## config.mk

```make
export PLATFORM = sky130hd
export DESIGN_NAME = spi_auth_sequencer_flat
export DESIGN_NICKNAME = d
export VERILOG_FILES = /design/src/rtl/spi_auth_sequencer_if.sv /design/src/rtl/spi_auth_sequencer.sv /design/src/flat_wrapper.sv
export SDC_FILE = /design/constraint.sdc
export NUM_CORES = 1
export LEC_CHECK = 0
export BUFFER_PORTS_ARGS = -buffer_cell sky130_fd_sc_hd__buf_2
export CORE_UTILIZATION = 52
export CTS_BUF_LIST = sky130_fd_sc_hd__clkbuf_8
export CTS_CLUSTER_DIAMETER = 50
export DETAILED_ROUTE_END_ITERATION = 10
export MAX_ROUTING_LAYER = met4
export PLACE_DENSITY = 0.82
export SYNTH_ARGS = -nofsm -noshare
export SYNTH_HDL_FRONTEND = slang
export SYNTH_SLANG_ARGS = --single-unit
```

## constraint.sdc

```tcl
create_clock -name clk -period 2.4 [get_ports clk]
set_clock_uncertainty 0.2 [all_clocks]
set_input_delay 0.24 -clock clk [delete_from_list [all_inputs] [get_ports clk]]
set_output_delay 0.24 -clock clk [all_outputs]
set_load 0.01 [all_outputs]
```

## src/rtl/spi_auth_sequencer_if.sv

```systemverilog
// Bundles the request side and the SPI-master side of the authentication sequencer.
// The slave modport is the sequencer's view. The master modport is its environment.
interface spi_auth_sequencer_if #(
    parameter int KEY_LENGTH = 32
);
    logic                  auth_req;
    logic [KEY_LENGTH-1:0] challenge;
    logic [KEY_LENGTH-1:0] expected_resp;
    logic                  spi_start;
    logic [KEY_LENGTH-1:0] spi_data_to_send;
    logic [KEY_LENGTH-1:0] spi_data_received;
    logic                  busy;
    logic                  done;
    logic                  pass;
    logic                  fail;
    logic [3:0]            attempts;
    logic [KEY_LENGTH-1:0] response;

    modport slave (
        input  auth_req, challenge, expected_resp, spi_data_received,
        output spi_start, spi_data_to_send, busy, done, pass, fail, attempts, response
    );

    modport master (
        output auth_req, challenge, expected_resp, spi_data_received,
        input  spi_start, spi_data_to_send, busy, done, pass, fail, attempts, response
    );
endinterface

```

## src/rtl/spi_auth_sequencer.sv

```systemverilog
// Runs one challenge-response exchange over the 3-wire SPI master, retrying a bounded number of times.
// The master has no done output, so every transfer is timed here by a fixed cycle budget.
module spi_auth_sequencer #(
    parameter int KEY_LENGTH                  = 32,
    parameter int SCLK_PERIOD_AS_CLK_MULTIPLE = 10,
    parameter int XFER_WAIT                   = (KEY_LENGTH + 2) * SCLK_PERIOD_AS_CLK_MULTIPLE + 8,
    parameter int GAP_CYCLES                  = 16,
    parameter int MAX_ATTEMPTS                = 3
) (
    input  logic                  clk,
    input  logic                  rst,
    spi_auth_sequencer_if.slave   bus
);

    localparam int CNT_MAX = (XFER_WAIT > GAP_CYCLES) ? XFER_WAIT : GAP_CYCLES;
    localparam int CNT_W   = $clog2(CNT_MAX) + 1;

    localparam logic [CNT_W-1:0] XFER_WAIT_C  = CNT_W'(XFER_WAIT);
    localparam logic [CNT_W-1:0] GAP_C        = CNT_W'(GAP_CYCLES);
    localparam logic [CNT_W-1:0] START_LEN_C  = CNT_W'(2);
    localparam logic [CNT_W-1:0] CNT_ONE      = CNT_W'(1);
    localparam logic [3:0]       MAX_ATT_C    = 4'(MAX_ATTEMPTS);

    typedef enum logic [2:0] {
        S_IDLE,
        S_START,
        S_WAIT,
        S_CHECK,
        S_GAP
    } state_e;

    state_e                state_q, state_d;
    logic [CNT_W-1:0]      cnt_q, cnt_d;
    logic                  start_q, start_d;
    logic [KEY_LENGTH-1:0] data_q, data_d;
    logic [KEY_LENGTH-1:0] exp_q, exp_d;
    logic                  busy_q, busy_d;
    logic                  done_q, done_d;
    logic                  pass_q, pass_d;
    logic                  fail_q, fail_d;
    logic [3:0]            att_q, att_d;
    logic [KEY_LENGTH-1:0] resp_q, resp_d;

    // NOTE: sequential state uses <= so every flop samples the pre-edge values together.
    always_ff @(posedge clk) begin
        if (!rst) begin
            state_q <= S_IDLE;
            cnt_q   <= '0;
            start_q <= 1'b0;
            data_q  <= '0;
            exp_q   <= '0;
            busy_q  <= 1'b0;
            done_q  <= 1'b0;
            pass_q  <= 1'b0;
            fail_q  <= 1'b0;
            att_q   <= '0;
            resp_q  <= '0;
        end else begin
            state_q <= state_d;
            cnt_q   <= cnt_d;
            start_q <= start_d;
            data_q  <= data_d;
            exp_q   <= exp_d;
            busy_q  <= busy_d;
            done_q  <= done_d;
            pass_q  <= pass_d;
            fail_q  <= fail_d;
            att_q   <= att_d;
            resp_q  <= resp_d;
        end
    end

    always_comb begin
        // NOTE: every output of this block gets a default first, so no path can infer a latch.
        state_d = state_q;
        cnt_d   = cnt_q;
        start_d = start_q;
        data_d  = data_q;
        exp_d   = exp_q;
        busy_d  = busy_q;
        done_d  = 1'b0;
        pass_d  = pass_q;
        fail_d  = fail_q;
        att_d   = att_q;
        resp_d  = resp_q;

        unique case (state_q)
            S_IDLE: begin
                if (bus.auth_req) begin
                    data_d  = bus.challenge;
                    exp_d   = bus.expected_resp;
                    att_d   = 4'd1;
                    pass_d  = 1'b0;
                    fail_d  = 1'b0;
                    busy_d  = 1'b1;
                    start_d = 1'b1;
                    cnt_d   = CNT_ONE;
                    state_d = S_START;
                end
            end
            S_START: begin
                // The master's start synchroniser needs two samples of the high level.
                cnt_d = cnt_q + CNT_ONE;
                if (cnt_q == START_LEN_C) begin
                    start_d = 1'b0;
                    state_d = S_WAIT;
                end
            end
            S_WAIT: begin
                if (cnt_q == XFER_WAIT_C) begin
                    resp_d  = bus.spi_data_received;
                    state_d = S_CHECK;
                end else begin
                    cnt_d = cnt_q + CNT_ONE;
                end
            end
            S_CHECK: begin
                if (resp_q == exp_q) begin
                    pass_d  = 1'b1;
                    done_d  = 1'b1;
                    busy_d  = 1'b0;
                    state_d = S_IDLE;
                end else if (att_q < MAX_ATT_C) begin
                    att_d   = att_q + 4'd1;
                    cnt_d   = '0;
                    state_d = S_GAP;
                end else begin
                    fail_d  = 1'b1;
                    done_d  = 1'b1;
                    busy_d  = 1'b0;
                    state_d = S_IDLE;
                end
            end
            S_GAP: begin
                if (cnt_q == GAP_C) begin
                    start_d = 1'b1;
                    cnt_d   = CNT_ONE;
                    state_d = S_START;
                end else begin
                    cnt_d = cnt_q + CNT_ONE;
                end
            end
            default: state_d = S_IDLE;
        endcase
    end

    assign bus.spi_start        = start_q;
    assign bus.spi_data_to_send = data_q;
    assign bus.busy             = busy_q;
    assign bus.done             = done_q;
    assign bus.pass             = pass_q;
    assign bus.fail             = fail_q;
    assign bus.attempts         = att_q;
    assign bus.response         = resp_q;

endmodule

```

## src/flat_wrapper.sv

```systemverilog
// flat-port wrapper written by rule: the top's interface ports become plain ports
module spi_auth_sequencer_flat 
#(
    parameter int KEY_LENGTH                  = 32,
    parameter int SCLK_PERIOD_AS_CLK_MULTIPLE = 10,
    parameter int XFER_WAIT                   = (KEY_LENGTH + 2) * SCLK_PERIOD_AS_CLK_MULTIPLE + 8,
    parameter int GAP_CYCLES                  = 16,
    parameter int MAX_ATTEMPTS                = 3
)
  (clk, rst, bus_auth_req, bus_challenge, bus_expected_resp, bus_spi_data_received, bus_spi_start, bus_spi_data_to_send, bus_busy, bus_done, bus_pass, bus_fail, bus_attempts, bus_response);
  spi_auth_sequencer_if #(.KEY_LENGTH(KEY_LENGTH)) bus_i ();
  input  logic clk;
  input  logic rst;
  input wire logic [$bits(bus_i.auth_req)-1:0] bus_auth_req;
  input wire logic [$bits(bus_i.challenge)-1:0] bus_challenge;
  input wire logic [$bits(bus_i.expected_resp)-1:0] bus_expected_resp;
  input wire logic [$bits(bus_i.spi_data_received)-1:0] bus_spi_data_received;
  output wire logic [$bits(bus_i.spi_start)-1:0] bus_spi_start;
  output wire logic [$bits(bus_i.spi_data_to_send)-1:0] bus_spi_data_to_send;
  output wire logic [$bits(bus_i.busy)-1:0] bus_busy;
  output wire logic [$bits(bus_i.done)-1:0] bus_done;
  output wire logic [$bits(bus_i.pass)-1:0] bus_pass;
  output wire logic [$bits(bus_i.fail)-1:0] bus_fail;
  output wire logic [$bits(bus_i.attempts)-1:0] bus_attempts;
  output wire logic [$bits(bus_i.response)-1:0] bus_response;
  assign bus_i.auth_req = bus_auth_req;
  assign bus_i.challenge = bus_challenge;
  assign bus_i.expected_resp = bus_expected_resp;
  assign bus_i.spi_data_received = bus_spi_data_received;
  assign bus_spi_start = bus_i.spi_start;
  assign bus_spi_data_to_send = bus_i.spi_data_to_send;
  assign bus_busy = bus_i.busy;
  assign bus_done = bus_i.done;
  assign bus_pass = bus_i.pass;
  assign bus_fail = bus_i.fail;
  assign bus_attempts = bus_i.attempts;
  assign bus_response = bus_i.response;
  spi_auth_sequencer #(.KEY_LENGTH(KEY_LENGTH), .SCLK_PERIOD_AS_CLK_MULTIPLE(SCLK_PERIOD_AS_CLK_MULTIPLE), .XFER_WAIT(XFER_WAIT), .GAP_CYCLES(GAP_CYCLES), .MAX_ATTEMPTS(MAX_ATTEMPTS)) u_core (.clk(clk), .rst(rst), .bus(bus_i));
endmodule
```

== Yosys cells after proc, flatten, opt, wreduce, memory -nomap -nowiden ==
Cells that the tools add are included.
Operators by class
  multiplexer cells: 32
  reductions and logical operators: 14
  add/sub/neg operators: 2
  equality and inequality tests: 18
  $lt $le $gt $ge: 1
Operator list (number)
  $mux W10: 5
  $pmux W10 S5: 1
  $eq A32 B32 Y1: 1
  $mux W3: 6
  $reduce_and A4 Y1: 4
  $pmux W3 S5: 1
  $mux W4: 3
  $mux W1: 11
  $add A10 B1 Y10 const B: 1
  $eq A10 B2 Y1 const B: 1
  $eq A10 B5 Y1 const B: 1
  $eq A10 B9 Y1 const B: 1
  $ne A2 B1 Y1 const B: 5
  $ne A2 B2 Y1 const B: 4
  $pmux W4 S2: 1
  $eq A3 B2 Y1 const B: 2
  $pmux W1 S2: 3
  $reduce_and A2 Y1: 3
  $reduce_and A3 Y1: 2
  $reduce_and A5 Y1: 1
  $reduce_bool A5 Y1: 1
  $add A4 B1 Y4 const B: 1
  $lt A4 B2 Y1 const B: 1
  $eq A3 B1 Y1 const B: 1
  other kinds (6): 6
Word-level totals
  bits of input ports: 99
  output and inout bits: 73
  bits in registers: 118
  word-level logic and storage cells: 78

== Depth between registers and ports, before layout ==
  depth after elaboration: 4
  depth in mapped cells: 9
  depth with buffers taken out: 8

== Worst setup path before layout ==
No wires, ideal clock.
  kind: register to register
  start point: register u_core.cnt_q[0]
  end point: register u_core.cnt_q[9]
  data required time: 2.141 ns
  library setup time: 0.059 ns
  period minus slack after synthesis: 2.060 ns
  arrival time: 1.802 ns
  slack: 0.340 ns
  cell stages (with the launch flop): 10
  buffers on the path: 1
  cells stage by stage: dfxtp_1 > inv_1 > ha_1 > and3b_1 > nand4_4 > nand2b_2 > buf_6 > or4_1 > o21ai_1 > a22o_1
Between the ends
  cells in the longest elaborated chain, start to end: 3
  elaborated cells on any way between the ends: 8
  classes of those cells: add/sub (1); eq/ne (3); mux (3); reduce/logical (1)
RTL lines
  start: declaration: line spi_auth_sequencer.sv:33  | logic [CNT_W-1:0] cnt_q, cnt_d;
  start signal: assignment: line spi_auth_sequencer.sv:60  | cnt_q <= cnt_d;
  $add A10 B1 Y10, or another cell as far along: line spi_auth_sequencer.sv:103, spi_auth_sequencer.sv:114, spi_auth_sequencer.sv:140
  $mux W10, or another cell as far along: line spi_auth_sequencer.sv:135  | if (cnt_q == GAP_C) begin
  $pmux W10 S5 / $reduce_and A5 Y1 (equally long branches)
Parallel ways exist; a longest one is shown, timed or not. The select of a mux whose other input is x is not followed.
A chain may end at the register's enable or synchronous reset.

== Worst setup path in the final report ==
  start point: register u_core.cnt_q[1]
  end point: register u_core.cnt_q[9]
The elaborated chain is that of the path after synthesis.

==> results.py <==
metrics = {
    "placement": {
        "place_area_sq_mm": 0.00614,
        "dp_cells": 890,
        "routabilityCongestion": 0.976,
        "portBuffers": 171,
        "dp_hpwl_um": 9880,
    },
    "flow_run": {
        "maxCapViolCount": 0,
    },
    "clock_tree": {
        "clockBufferDepth": 2,
        "post_cts_buffers": 0,
        "htreeDepth": 4,
        "numClockSinks": 118,
        "clk_latency_ns": 0.43,
        "cts_tree": "done",
        "cts_root_buf": "clkbuf_8",
        "clk_pin_slew_ns": 0.07,
        "numCtsBuffers": 17,
    },
    "routing": {
        "antenna_left": 0,
        "vias": 5536,
        "drt_first_pass_iters": 5,
        "drt-met1-wl_um": 6770,
        "top_layer": "met4",
        "met2_length_um": 8400,
        "wl_per_cell_um": 16.7,
        "drtIter0Drc": 325,
        "wl_met3_um": 1250,
        "wl_um": 17000,
        "via_per_inst": 5.44,
        "post-route-drc-count": 0,
    },
    "critical_path": {
        "crit_type": "flop to flop",
        "critPathCapture": "u_core.cnt_q[9]$_SDFFE_PN0P_",
        "required_ns": 2.51,
        "startpoint": "u_core.cnt_q[1]$_SDFFE_PN0P_",
        "cp_slowest_cell": "dfxtp_1",
        "slowest_delay_ns": 0.41,
        "cp-end-kind": "flop",
        "reg2reg_depth": 8,
        "critPathArrivalTime_ns": 2.30,
        "cp_cell_sequence": "inv_1 > ha_1 > and3b_1 > and3_1 > o21a_1 > nand2b_1 > o211a_2 > a22o_1",
        "cp-start-kind": "flop",
        "worstReg2RegStart": "u_core.cnt_q[1]$_SDFFE_PN0P_",
        "rrSetupSlack_ns": 0.21,
        "r2r_end": "u_core.cnt_q[9]$_SDFFE_PN0P_",
        "worstPathMaxFanout": 6,
    },
    "power": {
        "power_density_mw_per_mm2": 604,
        "peakVddDrop_mv": 0.477,
        "leakage_uw": 0.00347,
        "finalPower_uw": 4510,
    },
    "logic_synthesis": {
        "yosysWarnings": 0,
        "syn_inst": 610,
        "yosysSeqAreaShare_pct": 46.2,
        "ys.flop_type": "dfxtp_1",
        "yosys.area.top_type": "dfxtp_1",
        "yosys_register_bits": 118,
        "syn_area_sq_mm": 0.00512,
        "synth-edff-count": 0,
        "synth_nets": 713,
        "synth_top_cell_area_share_pct": 46.2,
        "avgSynthCellArea_sq_um": 8.39,
        "ys_types": 48,
        "async_flop_share_pct": 0,
        "synth_area_leaders": "dfxtp_1 46%, nand2_1 15%, a21boi_1 14%",
    },
    "finish": {
        "layout_commonest_cell": "nand2_1",
        "fillers": 573,
        "area_growth_pct": 46.0,
        "final_cells": 1018,
        "fin_nets": 979,
        "layout-drive-gt1-share_pct": 25.7,
        "mostFrequentLayoutCells": "204 x nand2_1, 171 x buf_2, 118 x dfxtp_1",
        "design_area_sq_mm": 0.00747,
    },
    "timing": {
        "worstMarginPinSlew_ns": 0.583,
        "slew_headroom_pct": 61.1,
        "finalMaxSlewViolations": 0,
        "hold_viol_final": 0,
        "setup-tns-final_ns": 0,
        "setup_viol": 0,
        "period_minus_slack_ns": 2.19,
        "rsz0062_at_grt": "false",
        "min_period_over_period_pct": 91.4,
        "worst_hold_slack_ns": 0.151,
        "timing.fmax_mhz": 456,
    },
    "die": {
        "coreArea_sq_mm": 0.00937,
        "core.rowCount": 35,
        "start_util_pct": 54.6,
        "die_w_um": 101,
        "die-area_sq_mm": 0.0102,
        "fp.dieH_um": 101,
        "io_pins": 172,
    },
    "global_route": {
        "antenna_found_initial": 0,
        "grt.overflow.total": 0,
        "track_usage_pct": 35.3,
        "grt_pass1_vias": 5703,
        "grt_pass1_wl_um": 27100,
        "grt_max_degree": 66,
    },
    "worst_hold_path": {
        "holdCritPathClass": "input port to flop",
    },
    "outcome": {
        "status": "complete, no violations",
    },
}
==> routing by layer <==
metal	global-route usage (%)	vias to the layer above
li1	-	2576
met1	39.9	2603
met2	59.3	290
met3	7.45	67
met4	17.7	0
met5	-	-
==> synthesized netlist by cell type (all sizes together), types with 3 or more instances <==
library cell / number
nand4: 3
nor4: 9
nand2b: 6
nand3: 6
nor2: 13
o21a: 4
o2bb2ai: 6
nor2b: 3
xor2: 32
inv: 6
a21oi: 9
mux2i: 6
buf: 15
o21ai: 7
and3: 10
ha: 4
clkbuf: 22
a21boi: 97
dfxtp: 118
nor3: 6
nand2: 204
==> report_power, final <==
group          internal [uW]  total (uW)  leakage (uW)  switching, uW
clock network            850        1710      0.000178            855
registers               2050        2100      0.000962           58.9
logic                    346         700       0.00233            354
==> what timing repair did <==
| item | in CTS | in global routing |
|---|---|---|
| gates resized for setup | 0 | 0 |
| hold buffers | 96 | 0 |
| endpoints found under the hold margin | 96 | 0 |
==> flip-flops by register name, summed over array words and instances, names as in the netlist <==
signal / flops
u_core.bus.busy: 1
u_core.bus.done: 1
u_core.bus.pass: 1
u_core.bus.spi_data_to_send: 32
u_core.bus.response: 32
u_core.bus.spi_start: 1
u_core.state_q: 3
u_core.bus.attempts: 4
u_core.cnt_q: 10
u_core.exp_q: 32
u_core.bus.fail: 1
==> final cells by class <==
| type | count | area, sq um | area share [%] |
|---|---|---|---|
| sequential | 118 | 2360 | 31.6 |
| inverter | 6 | 22.5 | 0.301 |
| multi-input combinational | 449 | 2580 | 34.6 |
| tap | 129 | 161 | 2.16 |
| clock inverter | 13 | 123 | 1.64 |
| timing repair buffer | 284 | 1970 | 26.4 |
| antenna | 1 | 2.50 | 0.0335 |
| clock buffer | 18 | 248 | 3.32 |
==> critical path: cells and delay by family, from the launching register on <==
| kind | cells | cell delay, ns |
|---|---|---|
| DFF | 1 | 0.41 |
| buffers and inverters | 1 | 0.08 |
| adders and majority gates | 1 | 0.17 |
| and+or+nand+nor | 3 | 0.59 |
| AOI/OAI and AO/OA | 3 | 0.62 |
==> stage by stage <==
step | utilization [%] | worst slack, ns
finish | 79.7 | 0.206
CTS | 79.7 | 0.195
floorplan | - | 0.340
detailed placement | 65.5 | 0.236
global route | 79.7 | 0.100
global placement | 65.5 | 0.322
==> logic make-up (layout without fill, tap and decap cells) <==
group	Yosys count	after routing	share of synthesized area [%]
compound gates	134	134	19.3
xor+xnor	32	32	5.48
fa+ha+maj	4	4	0.978
buf+inv	43	321	3.52
flops	118	118	46.2
mux	6	6	1.17
other cells	0	1	0
simple gates	273	273	23.4
==> worst min-delay path by stage <==
stage / slack, ns / depth (start not counted) / endpoint / startpoint
2_1_floorplan: 0.17 / 2 / u_core.exp_q[0]$_SDFFE_PN0P_ / bus_expected_resp[0]
3_3_place_gp: 0.24 / 2 / u_core.bus.spi_data_to_send[13]$_SDFFE_PN0P_ / u_core.bus.spi_data_to_send[13]$_SDFFE_PN0P_
3_5_place_dp: 0.24 / 2 / u_core.bus.spi_data_to_send[25]$_SDFFE_PN0P_ / u_core.bus.spi_data_to_send[25]$_SDFFE_PN0P_
4_1_cts: 0.12 / 2 / u_core.bus.spi_start$_SDFFE_PN0P_ / rst
5_1_grt: 0.17 / 2 / u_core.state_q[0]$_SDFFE_PN0P_ / rst
6_report: 0.15 / 2 / u_core.state_q[0]$_SDFFE_PN0P_ / rst
Note: power is estimated with default switching activity, not from simulation.
